[src/rtl/hs_pack_if.sv]
// Handshake bundle for hs_pack: narrow beat input side and wide word output side.
interface hs_pack_if #(
  parameter int unsigned DW    = 8,
  parameter int unsigned RATIO = 4
);
  logic                  s_valid;
  logic                  s_ready;
  logic [DW-1:0]         s_data;
  logic                  s_last;
  logic                  m_valid;
  logic                  m_ready;
  logic [DW*RATIO-1:0]   m_data;
  logic [RATIO-1:0]      m_keep;
  logic                  m_last;

  // Packer side: consumes beats, produces words.
  modport slave (
    input  s_valid, s_data, s_last, m_ready,
    output s_ready, m_valid, m_data, m_keep, m_last
  );

  // Environment side: drives beats, consumes words.
  modport master (
    output s_valid, s_data, s_last, m_ready,
    input  s_ready, m_valid, m_data, m_keep, m_last
  );
endinterface

[src/rtl/hs_pack.sv]
// Width-converting packer: gathers RATIO DW-bit beats (LSB lane first) into one
// registered DW*RATIO-bit word, flushing partial words on s_last.
module hs_pack #(
  parameter int unsigned DW    = 8,
  parameter int unsigned RATIO = 4
) (
  input  logic      clk,
  input  logic      rst,
  hs_pack_if.slave  bus
);

  localparam int unsigned CW = (RATIO > 1) ? $clog2(RATIO) : 1;
  localparam int unsigned WW = DW * RATIO;
  localparam logic [CW-1:0] LastLane = CW'(RATIO - 1);

  logic [WW-1:0]    acc_q, acc_d;
  logic [CW-1:0]    cnt_q, cnt_d;
  logic             m_valid_q, m_valid_d;
  logic [WW-1:0]    m_data_q, m_data_d;
  logic [RATIO-1:0] m_keep_q, m_keep_d;
  logic             m_last_q, m_last_d;

  logic             s_ready;
  logic             accept;
  logic             complete;
  logic [WW-1:0]    merged;
  logic [RATIO-1:0] keep_mask;

  assign s_ready      = ~m_valid_q | bus.m_ready;
  assign bus.s_ready  = s_ready;
  assign bus.m_valid  = m_valid_q;
  assign bus.m_data   = m_data_q;
  assign bus.m_keep   = m_keep_q;
  assign bus.m_last   = m_last_q;

  // Beat merge, lane mask and next-state for accumulator and output register.
  always_comb begin
    accept   = bus.s_valid & s_ready;
    complete = accept & ((cnt_q == LastLane) | bus.s_last);

    // Lanes above cnt_q are always zero in acc_q, so unfilled lanes output as 0.
    merged = acc_q;
    merged[cnt_q*DW +: DW] = bus.s_data;

    keep_mask = '0;
    for (int unsigned i = 0; i < RATIO; i++) begin
      keep_mask[i] = (CW'(i) <= cnt_q);
    end

    acc_d     = acc_q;
    cnt_d     = cnt_q;
    m_valid_d = m_valid_q;
    m_data_d  = m_data_q;
    m_keep_d  = m_keep_q;
    m_last_d  = m_last_q;

    if (m_valid_q && bus.m_ready) begin
      m_valid_d = 1'b0;
    end

    if (accept) begin
      if (complete) begin
        acc_d     = '0;
        cnt_d     = '0;
        m_valid_d = 1'b1;
        m_data_d  = merged;
        m_keep_d  = keep_mask;
        m_last_d  = bus.s_last;
      end else begin
        acc_d = merged;
        cnt_d = cnt_q + 1'b1;
      end
    end
  end

  // State registers with synchronous reset.
  always_ff @(posedge clk) begin
    if (rst) begin
      acc_q     <= '0;
      cnt_q     <= '0;
      m_valid_q <= 1'b0;
      m_data_q  <= '0;
      m_keep_q  <= '0;
      m_last_q  <= 1'b0;
    end else begin
      acc_q     <= acc_d;
      cnt_q     <= cnt_d;
      m_valid_q <= m_valid_d;
      m_data_q  <= m_data_d;
      m_keep_q  <= m_keep_d;
      m_last_q  <= m_last_d;
    end
  end

endmodule

[src/flat_wrapper.sv]
// flat-port wrapper written by rule: the top's interface ports become plain ports
module hs_pack_flat 
#(
  parameter int unsigned DW    = 8,
  parameter int unsigned RATIO = 4
)
  (clk, rst, bus_s_valid, bus_s_data, bus_s_last, bus_m_ready, bus_s_ready, bus_m_valid, bus_m_data, bus_m_keep, bus_m_last);
  hs_pack_if #(.DW(DW), .RATIO(RATIO)) bus_i ();
  input  logic clk;
  input  logic rst;
  input wire logic [$bits(bus_i.s_valid)-1:0] bus_s_valid;
  input wire logic [$bits(bus_i.s_data)-1:0] bus_s_data;
  input wire logic [$bits(bus_i.s_last)-1:0] bus_s_last;
  input wire logic [$bits(bus_i.m_ready)-1:0] bus_m_ready;
  output wire logic [$bits(bus_i.s_ready)-1:0] bus_s_ready;
  output wire logic [$bits(bus_i.m_valid)-1:0] bus_m_valid;
  output wire logic [$bits(bus_i.m_data)-1:0] bus_m_data;
  output wire logic [$bits(bus_i.m_keep)-1:0] bus_m_keep;
  output wire logic [$bits(bus_i.m_last)-1:0] bus_m_last;
  assign bus_i.s_valid = bus_s_valid;
  assign bus_i.s_data = bus_s_data;
  assign bus_i.s_last = bus_s_last;
  assign bus_i.m_ready = bus_m_ready;
  assign bus_s_ready = bus_i.s_ready;
  assign bus_m_valid = bus_i.m_valid;
  assign bus_m_data = bus_i.m_data;
  assign bus_m_keep = bus_i.m_keep;
  assign bus_m_last = bus_i.m_last;
  hs_pack #(.DW(DW), .RATIO(RATIO)) u_core (.clk(clk), .rst(rst), .bus(bus_i));
endmodule
[config.mk]
export PLATFORM = sky130hd
export DESIGN_NAME = hs_pack_flat
export DESIGN_NICKNAME = d
export VERILOG_FILES = /design/src/rtl/hs_pack_if.sv /design/src/rtl/hs_pack.sv /design/src/flat_wrapper.sv
export SDC_FILE = /design/constraint.sdc
export NUM_CORES = 1
export LEC_CHECK = 0
export ABC_AREA = 0
export BUFFER_PORTS_ARGS = -buffer_cell sky130_fd_sc_hd__buf_2
export CAP_MARGIN = 20
export CORE_MARGIN = 1.5
export CORE_UTILIZATION = 40
export DETAILED_ROUTE_END_ITERATION = 8
export PLACE_DENSITY = 0.7
export SYNTH_ARGS = -nofsm -noshare
export SYNTH_HDL_FRONTEND = slang
export SYNTH_SLANG_ARGS = --single-unit
export TNS_END_PERCENT = 5
[constraint.sdc]
create_clock -name clk -period 2.6 [get_ports clk]
set_input_delay 0.52 -clock clk [delete_from_list [all_inputs] [get_ports clk]]
set_output_delay 0.52 -clock clk [all_outputs]
set_load 0.005 [all_outputs]
==> key figures <==
STA
  • Peak Freq: about 460 MHz
  • Fin Hold WS: 0.4597 ns
  • Final Setup Violations: 0
  • Final worst path period share: about 83%
  • Min Clock Period, post-route: ~2.2 ns
  • Max_slew headroom: 42.39%
  • Final Skew: around 0.008 ns
  • Slew Limit Fails: 0
  • Setup_tns: 0 ns
  • Worst Tran Pin Value: approximately 0.86 ns
  • Final hold vios: 0
  • RSZ-0062 raised after global routing: no

Logic synthesis
  • Netlist cell types: between 40 and 50
  • Ys async rst share: 0%
  • Synth area leaders: dfxtp_1, a31oi_1, a211oi_1
  • Syn Area/Cell: between 9 and 10 µm²
  • Ys Warns: 0
  • Number of enable flip-flop cells after synthesis: 0
  • Mapped cell area: between 0.003 and 0.004 mm²
  • Post-synth top flop: dfxtp_1
  • Post-Synthesis Cells: ~330
  • Syn Nets: about 350
  • Sequential share of the synthesized area: between 40% and 50%
  • Synth area leader: dfxtp_1
  • Yosys reg bits: between 70 and 80
  • Synth top area share: 43.37%

Die
  • Starting Density: between 40 and 50%
  • FP Rows: 33
  • Core Footprint: ~0.008 mm²
  • Die H: 94.15 µm
  • I/O pins: 52
  • Die Span X: around 94 µm
  • Die ar.: ~0.0089 mm²

Cells and area
  • Most frequent cells in the layout: dfxtp_1, buf_2, a31oi_1
  • Most common cell after layout, fill and taps aside: dfxtp_1
  • Layout cell share with drive strength beyond 1: roughly 25%
  • # diodes: 0
  • Util after Layout: between 40 and 50%
  • Area Overhead vs Synth: 14.46%
  • Fillers: between 700 and 800
  • Fin nets: 394

Global routing
  • First-pass GRT wire length: about 14000 µm
  • M2 GR Usage: roughly 29%
  • Initial antenna violation count: 0
  • Grt peak-use layer: met2
  • Largest net degree at the start of global routing: 44
  • Vias in the first global route: between 2k and 3k
  • GR Layer Usage met3: 3.074%
  • Met1 usage: between 20 and 30%
  • Total grt overflow: 0
  • GRT Overall Usage: roughly a fifth

Setup path
  • Critical Path AT: roughly 2.4 ns
  • Maximum fanout along the worst path: 13
  • Worst setup SP type: flip-flop
  • CP endpoint kind: flip-flop
  • Crit path required time: roughly 2.9 ns
  • CP Class: reg2reg

Pwr
  • Power density cells: around 600 mW/mm²
  • Leakage: between 1 and 1.5 nW
  • Peak VDD IR: about 0.21 mV

Clock tree
  • Clock tree buffer depth: 2
  • CTS tree: done
  • Post-CTS Hold Buffers: 0
  • Worst skew pair latency: 0.34 ns
  • Clock sinks: 72
  • H-tree levels: 3
  • Clk root buf: clkbuf_8
  • CTS clk-pin slew, worst paths: roughly 0.070 ns
  • CTS buffer count: 9
  • Post-cts sizing count: 0
  • Postcts setup bufs: 0

Placed design
  • IO buf count: a little over 50
  • Final GP Congestion: 0.8247
  • HPWL Detailed: around 5800 µm

Detailed routing
  • Post-route antenna net violation count: 0
  • DRC viols: 0
  • Final WL: approximately 8400 µm
  • Pre-Repair DR Iteration Count: 4
  • First DRT Iteration DRCs: 185
  • Via count: 2798
  • Via density: around 5.8
  • Drt wl/cell: 17.43 µm

Worst hold path
  • Worst min path class: reg2reg

Run
  • Max Cap Viol: 0

Outcome
  • Status: finished clean
## Yosys cell counts (3+ instances only)
library cell,number
a211oi_1,26
buf_6,3
or3_1,4
a31oi_1,40
buf_2,15
nand4_1,3
a32o_2,8
a311oi_1,8
nand2b_1,8
a21oi_1,22
clkbuf_1,12
nand2_1,9
nor4bb_1,9
a32o_1,16
ha_1,7
nor2b_1,26
and2_1,6
inv_1,3
dfxtp_1,72
o2bb2ai_1,8
## kinds of logic after synthesis
group / count (synthesis) / share of synthesized area, %
fa+ha+maj: 7 / 2.635
simple gates: 80 / 17.43
buf+inv: 39 / 5.873
compound gates: 136 / 30.69
flops: 72 / 43.37
## layout make-up
| cell class | count | area (µm²) | share of cell area, % |
|---|---|---|---|
| clock inverters | 4 | 45.04 | 1.184 |
| inverters | 5 | 18.77 | 0.4934 |
| clock buffers | 12 | 135.1 | 3.553 |
| well taps | 105 | 131.4 | 3.454 |
| repair buffers | 63 | 345.3 | 9.079 |
| multi-input cells | 223 | 1687 | 44.34 |
| flip-flops and latches | 72 | 1441 | 37.89 |
## metrics by stage
stage / cells / cell area (µm²) / power (mW) / worst slack (ns)
floorplan: 334 / 3323 / 1.375 / 0.6712
global placement: 468 / 3623 / 1.474 / 0.5148
detailed placement: 468 / 3623 / 1.478 / 0.5175
CTS: 484 / 3804 / 2.301 / 0.4838
global route: 484 / 3804 / 2.381 / 0.2957
finish: 484 / 3804 / 2.287 / 0.4364
## worst paths after layout
kind / from / endpoint / slack [ns] / depth (start not counted)
setup / recovery: u_core.cnt_q[0] / u_core.acc_q[18] / 0.44 / 5
hold / removal: u_core.acc_q[13] / u_core.acc_q[13] / 0.46 / 1
setup reg to reg: u_core.cnt_q[0] / u_core.acc_q[18] / 0.44 / 5
hold reg to reg: u_core.acc_q[13] / u_core.acc_q[13] / 0.46 / 1
## state kept, by name, indices dropped and copies added (netlist names)
signal              count
u_core.cnt_q            2
u_core.bus.m_valid      1
u_core.bus.m_keep       4
u_core.bus.m_last       1
u_core.acc_q           32
u_core.bus.m_data      32
## per-layer routing
layer | vias up | wire length, µm
li1 | 1389 | -
met1 | 1330 | 4229
met2 | 71 | 3792
met3 | 8 | 302
met4 | 0 | 112
met5 | - | 0
## critical path, stage by stage, from the launching register on
cell and delay, ns:
dfxtp_1 0.35, inv_1 0.11, ha_1 0.37, or3_1 0.37, a31oi_1 0.67, a32o_2 0.22
## power breakdown
part           internal (mW)  total (mW)  switching [mW]
logic                  0.109       0.287           0.177
registers               1.15        1.17          0.0236
clock network          0.440       0.831           0.391
total                   1.69        2.29           0.592
No activity file was read; power rests on OpenSTA's default activity.
